`src/rtl/fetch_redirect_ctrl_if.sv`:
```
// fetch_redirect_ctrl_if: redirect, icache handshake and statistics signals of the fetch sequencer
interface fetch_redirect_ctrl_if;
    logic        wb_redirect_valid;
    logic [31:0] wb_redirect_pc;
    logic        ex_redirect_valid;
    logic [31:0] ex_redirect_pc;
    logic        id_redirect_valid;
    logic [31:0] id_redirect_pc;
    logic        ex_branch_valid;
    logic        ex_mispredict;
    logic        ibuf_full;
    logic        icache_req_ready;
    logic        icache_resp_valid;
    logic        fetch_req_valid;
    logic [31:0] fetch_pc;
    logic        resp_accept;
    logic [31:0] resp_pc;
    logic [31:0] branch_count;
    logic [31:0] mispredict_count;
    modport master (
        output wb_redirect_valid, wb_redirect_pc, ex_redirect_valid, ex_redirect_pc,
               id_redirect_valid, id_redirect_pc, ex_branch_valid, ex_mispredict,
               ibuf_full, icache_req_ready, icache_resp_valid,
        input  fetch_req_valid, fetch_pc, resp_accept, resp_pc, branch_count, mispredict_count
    );
    modport slave (
        input  wb_redirect_valid, wb_redirect_pc, ex_redirect_valid, ex_redirect_pc,
               id_redirect_valid, id_redirect_pc, ex_branch_valid, ex_mispredict,
               ibuf_full, icache_req_ready, icache_resp_valid,
        output fetch_req_valid, fetch_pc, resp_accept, resp_pc, branch_count, mispredict_count
    );
endinterface

```
`src/rtl/fetch_redirect_ctrl.sv`:
```
// fetch_redirect_ctrl: fetch PC owner with prioritized redirects, single outstanding icache request and branch statistics
module fetch_redirect_ctrl #(
    parameter logic [31:0] RESET_PC    = 32'h1C000000,
    parameter int          FETCH_BYTES = 8
) (
    input  logic                 aclk,
    input  logic                 reset,
    fetch_redirect_ctrl_if.slave bus
);
    typedef enum logic [1:0] {S_REQ, S_WAIT, S_DISCARD} state_t;
    localparam logic [31:0] FB = 32'(FETCH_BYTES);
    state_t      state_q, state_d;
    logic [31:0] fetch_pc_q, fetch_pc_d;
    logic        pend_valid_q, pend_valid_d;
    logic [31:0] pend_pc_q, pend_pc_d;
    logic [31:0] branch_count_q, mispredict_count_q;
    logic        any, req_valid, resp_accept;
    logic [31:0] sel_pc, next_pc;
    assign any = bus.wb_redirect_valid | bus.ex_redirect_valid | bus.id_redirect_valid;
    assign sel_pc = bus.wb_redirect_valid ? bus.wb_redirect_pc :
                    bus.ex_redirect_valid ? bus.ex_redirect_pc : bus.id_redirect_pc;
    assign next_pc = (fetch_pc_q & ~(FB - 32'd1)) + FB;
    assign req_valid = (state_q == S_REQ) && !bus.ibuf_full && !any;
    assign bus.fetch_req_valid = req_valid;
    assign bus.fetch_pc = fetch_pc_q;
    assign bus.resp_accept = resp_accept;
    assign bus.resp_pc = fetch_pc_q;
    assign bus.branch_count = branch_count_q;
    assign bus.mispredict_count = mispredict_count_q;
    // next-state: redirects always win; a redirect while waiting either drops a coincident response or parks the target until the stale one returns
    always_comb begin
        state_d = state_q;
        fetch_pc_d = fetch_pc_q;
        pend_valid_d = pend_valid_q;
        pend_pc_d = pend_pc_q;
        resp_accept = 1'b0;
        case (state_q)
            S_REQ: begin
                if (any) fetch_pc_d = sel_pc;
                else if (req_valid && bus.icache_req_ready) state_d = S_WAIT;
            end
            S_WAIT: begin
                if (any && bus.icache_resp_valid) begin
                    fetch_pc_d = sel_pc;
                    state_d = S_REQ;
                end else if (any) begin
                    pend_pc_d = sel_pc;
                    pend_valid_d = 1'b1;
                    state_d = S_DISCARD;
                end else if (bus.icache_resp_valid) begin
                    resp_accept = 1'b1;
                    fetch_pc_d = next_pc;
                    state_d = S_REQ;
                end
            end
            S_DISCARD: begin
                if (any) pend_pc_d = sel_pc;
                if (bus.icache_resp_valid) begin
                    fetch_pc_d = any ? sel_pc : pend_pc_q;
                    pend_valid_d = 1'b0;
                    state_d = S_REQ;
                end
            end
            default: state_d = S_REQ;
        endcase
    end
    // sequencer state registers
    always_ff @(posedge aclk) begin
        if (reset) begin
            state_q <= S_REQ;
            fetch_pc_q <= RESET_PC;
            pend_valid_q <= 1'b0;
            pend_pc_q <= RESET_PC;
        end else begin
            state_q <= state_d;
            fetch_pc_q <= fetch_pc_d;
            pend_valid_q <= pend_valid_d;
            pend_pc_q <= pend_pc_d;
        end
    end
    // branch statistics, independent of the fetch sequencer
    always_ff @(posedge aclk) begin
        if (reset) begin
            branch_count_q <= '0;
            mispredict_count_q <= '0;
        end else if (bus.ex_branch_valid) begin
            branch_count_q <= branch_count_q + 32'd1;
            mispredict_count_q <= mispredict_count_q + {31'd0, bus.ex_mispredict};
        end
    end
endmodule
```
`src/flat_wrapper.sv`:
```
// flat-port wrapper written by rule: the top's interface ports become plain ports
module fetch_redirect_ctrl_flat 
#(
    parameter logic [31:0] RESET_PC    = 32'h1C000000,
    parameter int          FETCH_BYTES = 8
)
  (aclk, reset, bus_wb_redirect_valid, bus_wb_redirect_pc, bus_ex_redirect_valid, bus_ex_redirect_pc, bus_id_redirect_valid, bus_id_redirect_pc, bus_ex_branch_valid, bus_ex_mispredict, bus_ibuf_full, bus_icache_req_ready, bus_icache_resp_valid, bus_fetch_req_valid, bus_fetch_pc, bus_resp_accept, bus_resp_pc, bus_branch_count, bus_mispredict_count);
  fetch_redirect_ctrl_if bus_i ();
  input  logic aclk;
  input  logic reset;
  input wire logic [$bits(bus_i.wb_redirect_valid)-1:0] bus_wb_redirect_valid;
  input wire logic [$bits(bus_i.wb_redirect_pc)-1:0] bus_wb_redirect_pc;
  input wire logic [$bits(bus_i.ex_redirect_valid)-1:0] bus_ex_redirect_valid;
  input wire logic [$bits(bus_i.ex_redirect_pc)-1:0] bus_ex_redirect_pc;
  input wire logic [$bits(bus_i.id_redirect_valid)-1:0] bus_id_redirect_valid;
  input wire logic [$bits(bus_i.id_redirect_pc)-1:0] bus_id_redirect_pc;
  input wire logic [$bits(bus_i.ex_branch_valid)-1:0] bus_ex_branch_valid;
  input wire logic [$bits(bus_i.ex_mispredict)-1:0] bus_ex_mispredict;
  input wire logic [$bits(bus_i.ibuf_full)-1:0] bus_ibuf_full;
  input wire logic [$bits(bus_i.icache_req_ready)-1:0] bus_icache_req_ready;
  input wire logic [$bits(bus_i.icache_resp_valid)-1:0] bus_icache_resp_valid;
  output wire logic [$bits(bus_i.fetch_req_valid)-1:0] bus_fetch_req_valid;
  output wire logic [$bits(bus_i.fetch_pc)-1:0] bus_fetch_pc;
  output wire logic [$bits(bus_i.resp_accept)-1:0] bus_resp_accept;
  output wire logic [$bits(bus_i.resp_pc)-1:0] bus_resp_pc;
  output wire logic [$bits(bus_i.branch_count)-1:0] bus_branch_count;
  output wire logic [$bits(bus_i.mispredict_count)-1:0] bus_mispredict_count;
  assign bus_i.wb_redirect_valid = bus_wb_redirect_valid;
  assign bus_i.wb_redirect_pc = bus_wb_redirect_pc;
  assign bus_i.ex_redirect_valid = bus_ex_redirect_valid;
  assign bus_i.ex_redirect_pc = bus_ex_redirect_pc;
  assign bus_i.id_redirect_valid = bus_id_redirect_valid;
  assign bus_i.id_redirect_pc = bus_id_redirect_pc;
  assign bus_i.ex_branch_valid = bus_ex_branch_valid;
  assign bus_i.ex_mispredict = bus_ex_mispredict;
  assign bus_i.ibuf_full = bus_ibuf_full;
  assign bus_i.icache_req_ready = bus_icache_req_ready;
  assign bus_i.icache_resp_valid = bus_icache_resp_valid;
  assign bus_fetch_req_valid = bus_i.fetch_req_valid;
  assign bus_fetch_pc = bus_i.fetch_pc;
  assign bus_resp_accept = bus_i.resp_accept;
  assign bus_resp_pc = bus_i.resp_pc;
  assign bus_branch_count = bus_i.branch_count;
  assign bus_mispredict_count = bus_i.mispredict_count;
  fetch_redirect_ctrl #(.RESET_PC(RESET_PC), .FETCH_BYTES(FETCH_BYTES)) u_core (.aclk(aclk), .reset(reset), .bus(bus_i));
endmodule
```
`config.mk`:
```
export PLATFORM = sky130hd
export DESIGN_NAME = fetch_redirect_ctrl_flat
export DESIGN_NICKNAME = d
export VERILOG_FILES = /design/src/rtl/fetch_redirect_ctrl_if.sv /design/src/rtl/fetch_redirect_ctrl.sv /design/src/flat_wrapper.sv
export SDC_FILE = /design/constraint.sdc
export NUM_CORES = 1
export LEC_CHECK = 0
export BUFFER_PORTS_ARGS = -buffer_cell sky130_fd_sc_hd__clkbuf_2
export CAP_MARGIN = 40
export CORE_ASPECT_RATIO = 0.8
export CORE_MARGIN = 4
export CORE_UTILIZATION = 55
export DETAILED_ROUTE_END_ITERATION = 12
export GPL_TIMING_DRIVEN = 0
export PLACE_DENSITY = 0.89
export SLEW_MARGIN = 0
export SYNTH_ARGS = -nofsm -noshare
export SYNTH_HDL_FRONTEND = slang
export SYNTH_SLANG_ARGS = --single-unit
```
`constraint.sdc`:
```
create_clock -name aclk -period 3.8 [get_ports aclk]
set_clock_uncertainty 0.1 [all_clocks]
set_input_delay 0.76 -clock aclk [delete_from_list [all_inputs] [get_ports aclk]]
set_output_delay 0.76 -clock aclk [all_outputs]
set_load 0.01 [all_outputs]
```
* Word level (Yosys, flattened, before mapping)
Index checks and enable logic that the tools add are counted.
** Operators by class
- $add $sub $neg :: 3
- Eq/ne operators :: 9
- Muxes and demuxes :: 21
- Bitwise logic cells :: 2
- Reduce and logical (&&, ||, !) cells :: 12
** Operators by type and width (count)
- $mux W32 :: 9
- $pmux W32 S3 :: 1
- $pmux W32 S2 :: 1
- $add A32 B1 Y32 :: 1
- $add A32 B1 Y32 const B :: 1
- $add A32 B4 Y32 const B :: 1
- $mux W2 :: 5
- $ne A2 B2 Y1 const B :: 4
- $pmux W2 S3 :: 1
- $reduce_and A5 Y1 :: 1
- $logic_and A1 B1 Y1 :: 4
- $mux W1 :: 4
- $reduce_and A2 Y1 :: 2
- $ne A3 B2 Y1 const B :: 1
- $ne A3 B3 Y1 const B :: 1
- $reduce_bool A3 Y1 :: 1
- $eq A2 B1 Y1 const B :: 1
- $eq A2 B2 Y1 const B :: 1
- $logic_not A1 Y1 :: 2
- $logic_not A2 Y1 :: 1
- $ne A2 B1 Y1 const B :: 1
- $or A1 B1 Y1 :: 2
- $reduce_bool A2 Y1 :: 1
** Storage, ports and cells
- Register bits after elaboration :: 130
- Input bits :: 106
- Output and inout port bits :: 130

* Longest topological paths before layout
- Depth in word-level cells :: 8
- Gate-level depth with buffers :: 10

* Worst setup path before layout
OpenSTA, ideal clock, no wires.
- Path kind :: input-to-output
- Start :: input port bus_wb_redirect_valid
- End :: output port bus_fetch_req_valid
- Data arrival time :: 1.940 ns
- Path slack :: 1.000 ns
- Stages :: 6
- Cell sequence :: buf_4 -> nor3_4 -> buf_2 -> buf_2 -> nand2_1 -> nor2_1
** Between the ends
- Longest elaborated chain between the ends :: 4
** Ends and longest elaborated chain
- from (decl) :: line flat_wrapper.sv:11 : input wire logic [$bits(bus_i.wb_redirect_valid)-1:0] bus_wb_redirect_valid;
- $or A1 B1 Y1 (2 in a row) :: line fetch_redirect_ctrl.sv:19 : assign any = bus.wb_redirect_valid | bus.ex_redirect_valid | bus.id_redirect_valid;
- $logic_not A1 Y1 :: line fetch_redirect_ctrl.sv:23 : assign req_valid = (state_q == S_REQ) && !bus.ibuf_full && !any;
- $logic_and A1 B1 Y1 :: line fetch_redirect_ctrl.sv:23
- to (decl) :: line flat_wrapper.sv:22 : output wire logic [$bits(bus_i.fetch_req_valid)-1:0] bus_fetch_req_valid;
Every way passes these cells.

* Worst setup path in the final report
Same ends and word-level chain as after synthesis.

==> impl_metrics.prom <==
# TYPE chip_impl_metric gauge
chip_impl_metric{name="register_to_register_path_setup_slack",unit="ns"} 0.91
chip_impl_metric{name="min_path_cells",unit=""} 2
chip_impl_metric{name="synthArstFlopShare",unit=""} 0
chip_impl_metric{name="postSynthAreaPerCell",unit="um2"} 8.01
chip_impl_info{name="critical_path_class",value="primary input to primary output"} 1
chip_impl_metric{name="crit_path_max_incr_delay",unit="ns"} 0.43
chip_impl_metric{name="worstPathMaxFanout",unit=""} 10
chip_impl_metric{name="synth_cell_type_count",unit=""} 70
chip_impl_metric{name="num-nets-final",unit=""} 1325
chip_impl_metric{name="area_growth_syn_to_layout",unit="%"} 25.1
chip_impl_metric{name="grt_pass1_vias",unit=""} 8113
chip_impl_metric{name="clock_path_buffers",unit=""} 2
chip_impl_info{name="hold_path_end",value="u_core.pend_pc_q[24]"} 1
chip_impl_info{name="hp-class",value="flip-flop to flip-flop"} 1
chip_impl_metric{name="synthesis.yosys.warnings",unit=""} 0
chip_impl_metric{name="cap_viol_max_count",unit=""} 0
chip_impl_metric{name="route.vias.total",unit=""} 8632
chip_impl_metric{name="timing.critical_path.buf_inv",unit=""} 4
chip_impl_info{name="grt_setup_unrepaired",value="false"} 1
chip_impl_metric{name="synth_seq_area_share",unit=""} 0.338
chip_impl_metric{name="cts_resized",unit=""} 0
chip_impl_metric{name="syn-num-nets",unit=""} 1074
chip_impl_info{name="reg2reg_to",value="u_core.bus.fetch_pc[8]"} 1
chip_impl_metric{name="pin_count_of_the_biggest_net_entering_global_routing",unit=""} 17
chip_impl_metric{name="finalCoreUtilization",unit=""} 0.705
chip_impl_metric{name="synth_edf_count",unit=""} 0
chip_impl_metric{name="power.density",unit="nW/um2"} 365
chip_impl_info{name="worst_path_dominant_cell_family",value="buffers and inverters"} 1
chip_impl_metric{name="count_of_fill_cells_added_during_filler_insertion",unit=""} 1095
chip_impl_metric{name="antenna_violations_before_repair",unit=""} 0
chip_impl_metric{name="grtUsageTotal",unit=""} 0.318
chip_impl_metric{name="cp_data_required_time",unit="ns"} 2.94
chip_impl_metric{name="initialDrtViolationCount",unit=""} 919
chip_impl_metric{name="grt_overflow_total",unit=""} 0
chip_impl_metric{name="initial_core_utilization",unit=""} 0.564
chip_impl_info{name="run_status",value="complete, no violations"} 1
chip_impl_metric{name="placed_cells",unit=""} 1372
chip_impl_metric{name="diodes_inserted",unit=""} 0
chip_impl_metric{name="area_of_the_core_region",unit="um2"} 13600
chip_impl_metric{name="hold_violations",unit=""} 0
chip_impl_metric{name="drt.antenna.violating_nets",unit=""} 0
chip_impl_metric{name="numPortBuffers",unit=""} 232
chip_impl_metric{name="maxSlewHeadroom",unit=""} 0.395
chip_impl_metric{name="detail_route.wirelength",unit="um"} 26100
chip_impl_metric{name="finalCriticalPeriod",unit="ns"} 3.27
chip_impl_metric{name="clkSlewWorstSetupHoldPaths",unit="ns"} 0.06
chip_impl_info{name="critical_path.endpoint_type",value="primary output"} 1
chip_impl_metric{name="finalPower",unit="mW"} 3.51
chip_impl_info{name="r2r-start",value="u_core.state_q[0]"} 1
chip_impl_metric{name="layout.cells.non_filler",unit=""} 1404
chip_impl_metric{name="multiInputGateArea",unit="um2"} 4530
chip_impl_metric{name="synth-seq-cells",unit=""} 130
chip_impl_metric{name="synthCells",unit=""} 960
chip_impl_info{name="clockRootBuffer",value="sky130_fd_sc_hd__clkbuf_16"} 1
chip_impl_metric{name="clkLatencyLatePin",unit="ns"} 0.43
chip_impl_metric{name="grt_pass1_wl",unit="um"} 40900
chip_impl_metric{name="timing.final.ws_setup",unit="ns"} 0.533
chip_impl_metric{name="worst_slew_pin_slew",unit="ns"} 0.906
chip_impl_metric{name="dieWidth",unit="um"} 140
chip_impl_metric{name="ff2ff_path_depth",unit=""} 8
chip_impl_metric{name="design.portCount",unit=""} 236
chip_impl_metric{name="placementRows",unit=""} 38
chip_impl_metric{name="cts_buffers",unit=""} 17
chip_impl_metric{name="detail_route.drc_violations",unit=""} 0
chip_impl_metric{name="dieHeight",unit="um"} 114
chip_impl_metric{name="vdd.ir_drop.worst",unit="mV"} 0.341
chip_impl_info{name="hold_path.startpoint",value="u_core.pend_pc_q[24]"} 1
chip_impl_metric{name="p_leak",unit="nW"} 4.13
chip_impl_metric{name="cts_sinks",unit=""} 130
chip_impl_info{name="critPathLaunchType",value="primary input"} 1
chip_impl_metric{name="syn-cell-area",unit="um2"} 7690
chip_impl_metric{name="hold_bufs_at_cts",unit=""} 0
chip_impl_metric{name="max_freq",unit="MHz"} 306
chip_impl_metric{name="place_worst_setup_slack",unit="ns"} 0.605
chip_impl_metric{name="finalSetupTns",unit="ns"} 0
chip_impl_metric{name="route.detailed.wl_per_inst",unit="um"} 18.6
chip_impl_info{name="critical_path.most_common_cell",value="sky130_fd_sc_hd__buf_2"} 1
chip_impl_metric{name="vias_per_cell",unit=""} 6.15
chip_impl_metric{name="cts-htree-levels",unit=""} 4
chip_impl_metric{name="cts_setup_buffers",unit=""} 0
chip_impl_metric{name="die-area",unit="um2"} 16000
chip_impl_metric{name="gp_routability_congestion",unit=""} 0.958
chip_impl_info{name="synthFlopType",value="sky130_fd_sc_hd__dfxtp_1"} 1
chip_impl_metric{name="report.final.slew_viol_count",unit=""} 0
chip_impl_metric{name="final-seq-area",unit="um2"} 2600
chip_impl_metric{name="share_of_post_route_cells_with_drive_strength_above_1",unit=""} 0.296
chip_impl_metric{name="timing.final.crit_share",unit=""} 0.860
chip_impl_info{name="cp_cell_sequence",value="buf_4 > nor3_4 > buf_2 > buf_2 > nand2_1 > nor2_1 > clkbuf_2"} 1
chip_impl_info{name="critPathSlowestCell",value="sky130_fd_sc_hd__nor3_4"} 1
chip_impl_metric{name="iteration_count_of_the_initial_detailed_routing_pass",unit=""} 8
chip_impl_info{name="cts_tree",value="yes"} 1
chip_impl_metric{name="setup_violating_endpoint_count_in_the_final_report",unit=""} 0
chip_impl_metric{name="detailed_place_hpwl",unit="um"} 19000
chip_impl_metric{name="arrival_time_reported_for_the_critical_path_endpoint",unit="ns"} 2.41
==> logic make-up (layout without fill, tap and decap cells) <==
family / Yosys count / count (layout) / share of synthesized area
simple gates: 391 / 391 / 0.252
fa+ha+maj: 8 / 8 / 0.0130
buf+inv: 106 / 370 / 0.0724
compound gates: 216 / 216 / 0.188
mux: 57 / 57 / 0.0771
xor+xnor: 52 / 52 / 0.0592
flops: 130 / 130 / 0.338
==> sequential cells by signal, summed over array words and instances, names as in the netlist <==
signal	flops
u_core.bus.fetch_pc	32
u_core.bus.branch_count	32
u_core.pend_pc_q	32
u_core.state_q	2
u_core.bus.mispredict_count	32
==> placed cells by master (no fill, tap or decap), drive strengths merged, types with 17 or more instances in the layout <==
cell type  count
clkbuf       281
dfxtp        130
nor2         114
nand2         94
buf           58
o21ai         55
a21oi         52
nand3         50
mux2i         39
nand4         31
xor2          27
xnor2         25
nor3          24
inv           23
mux2          18
a31oi         17
==> metrics by stage <==
stage                     area, um2  hold WS [ns]
after floorplan                7690         0.335
after global placement         9080         0.342
after detailed placement       9080         0.349
after CTS                      9630         0.357
after global routing           9630         0.374
final                          9630         0.356
==> report_power, final <==
group / switching [mW] / leakage [nW] / internal, mW
logic: 0.283 / 2.81 / 0.236
clock network: 0.657 / 0.265 / 0.861
registers: 0.0692 / 1.06 / 1.40
total: 1.01 / 4.13 / 2.50
==> metal layers <==
layer  up-vias  track usage  share of wire
li1       3978            -              -
met2       608        0.512           0.45
met5         -            0              0
met1      3937        0.387           0.37
met3       109        0.114           0.13
met4         0        0.132          0.040
==> layout make-up <==
type,instances,area share
Clock buffer,19,0.0460
Buffer,88,0.0508
Timing Repair Buffer,232,0.121
Tap cell,180,0.0234
Multi-Input combinational cell,724,0.471
Clock inverter,13,0.0108
Sequential cell,130,0.270
Inverter,18,0.00702
==> synth_stat cells (5+ instances only) <==
cell	number	area [um2]
sky130_fd_sc_hd__a211o_1	5	43.8
sky130_fd_sc_hd__a21oi_1	52	260
sky130_fd_sc_hd__a221oi_1	10	87.6
sky130_fd_sc_hd__a31oi_1	17	106
sky130_fd_sc_hd__and3_1	16	100
sky130_fd_sc_hd__and4_1	16	140
sky130_fd_sc_hd__buf_2	22	110
sky130_fd_sc_hd__buf_4	35	263
sky130_fd_sc_hd__clkbuf_1	30	113
sky130_fd_sc_hd__dfxtp_1	130	2600
sky130_fd_sc_hd__ha_1	8	100
sky130_fd_sc_hd__inv_1	17	63.8
sky130_fd_sc_hd__mux2_2	18	203
sky130_fd_sc_hd__mux2i_1	39	390
sky130_fd_sc_hd__nand2_1	93	349
sky130_fd_sc_hd__nand3_1	50	250
sky130_fd_sc_hd__nand4_1	30	188
sky130_fd_sc_hd__nor2_1	113	424
sky130_fd_sc_hd__nor2b_1	6	37.5
sky130_fd_sc_hd__nor3_1	22	110
sky130_fd_sc_hd__nor4_1	10	62.6
sky130_fd_sc_hd__o211a_1	6	60.1
sky130_fd_sc_hd__o211ai_1	11	82.6
sky130_fd_sc_hd__o21a_1	6	45.0
sky130_fd_sc_hd__o21ai_0	52	260
sky130_fd_sc_hd__o31ai_1	6	45.0
sky130_fd_sc_hd__or2_2	6	37.5
sky130_fd_sc_hd__or3_1	7	43.8
sky130_fd_sc_hd__or4_1	8	60.1
sky130_fd_sc_hd__xnor2_1	25	219
sky130_fd_sc_hd__xor2_1	27	236
==> how the worst max path moves through the flow <==
stage	start	endpoint	slack, ns	cells past startpoint
6_report	bus_wb_redirect_valid	bus_fetch_req_valid	0.53	7
5_1_grt	bus_wb_redirect_valid	bus_fetch_req_valid	0.42	7
4_1_cts	bus_wb_redirect_valid	bus_fetch_req_valid	0.60	7
3_5_place_dp	bus_wb_redirect_valid	bus_fetch_req_valid	0.60	7
3_3_place_gp	bus_wb_redirect_valid	bus_fetch_req_valid	0.61	7
2_1_floorplan	bus_wb_redirect_valid	bus_fetch_req_valid	1.0	6
==> worst register-to-register path, delay by kind of cell (launching register included) <==
kind,cells,cell delay [ns]
adder cells (fa/ha/maj),1,0.28
buffers and inverters,4,1.37
AND/OR/NAND/NOR,1,0.21
flip-flops,1,0.39
AO/OA/AOI/OAI,2,0.46
Note: power is estimated with default switching activity, not from simulation.
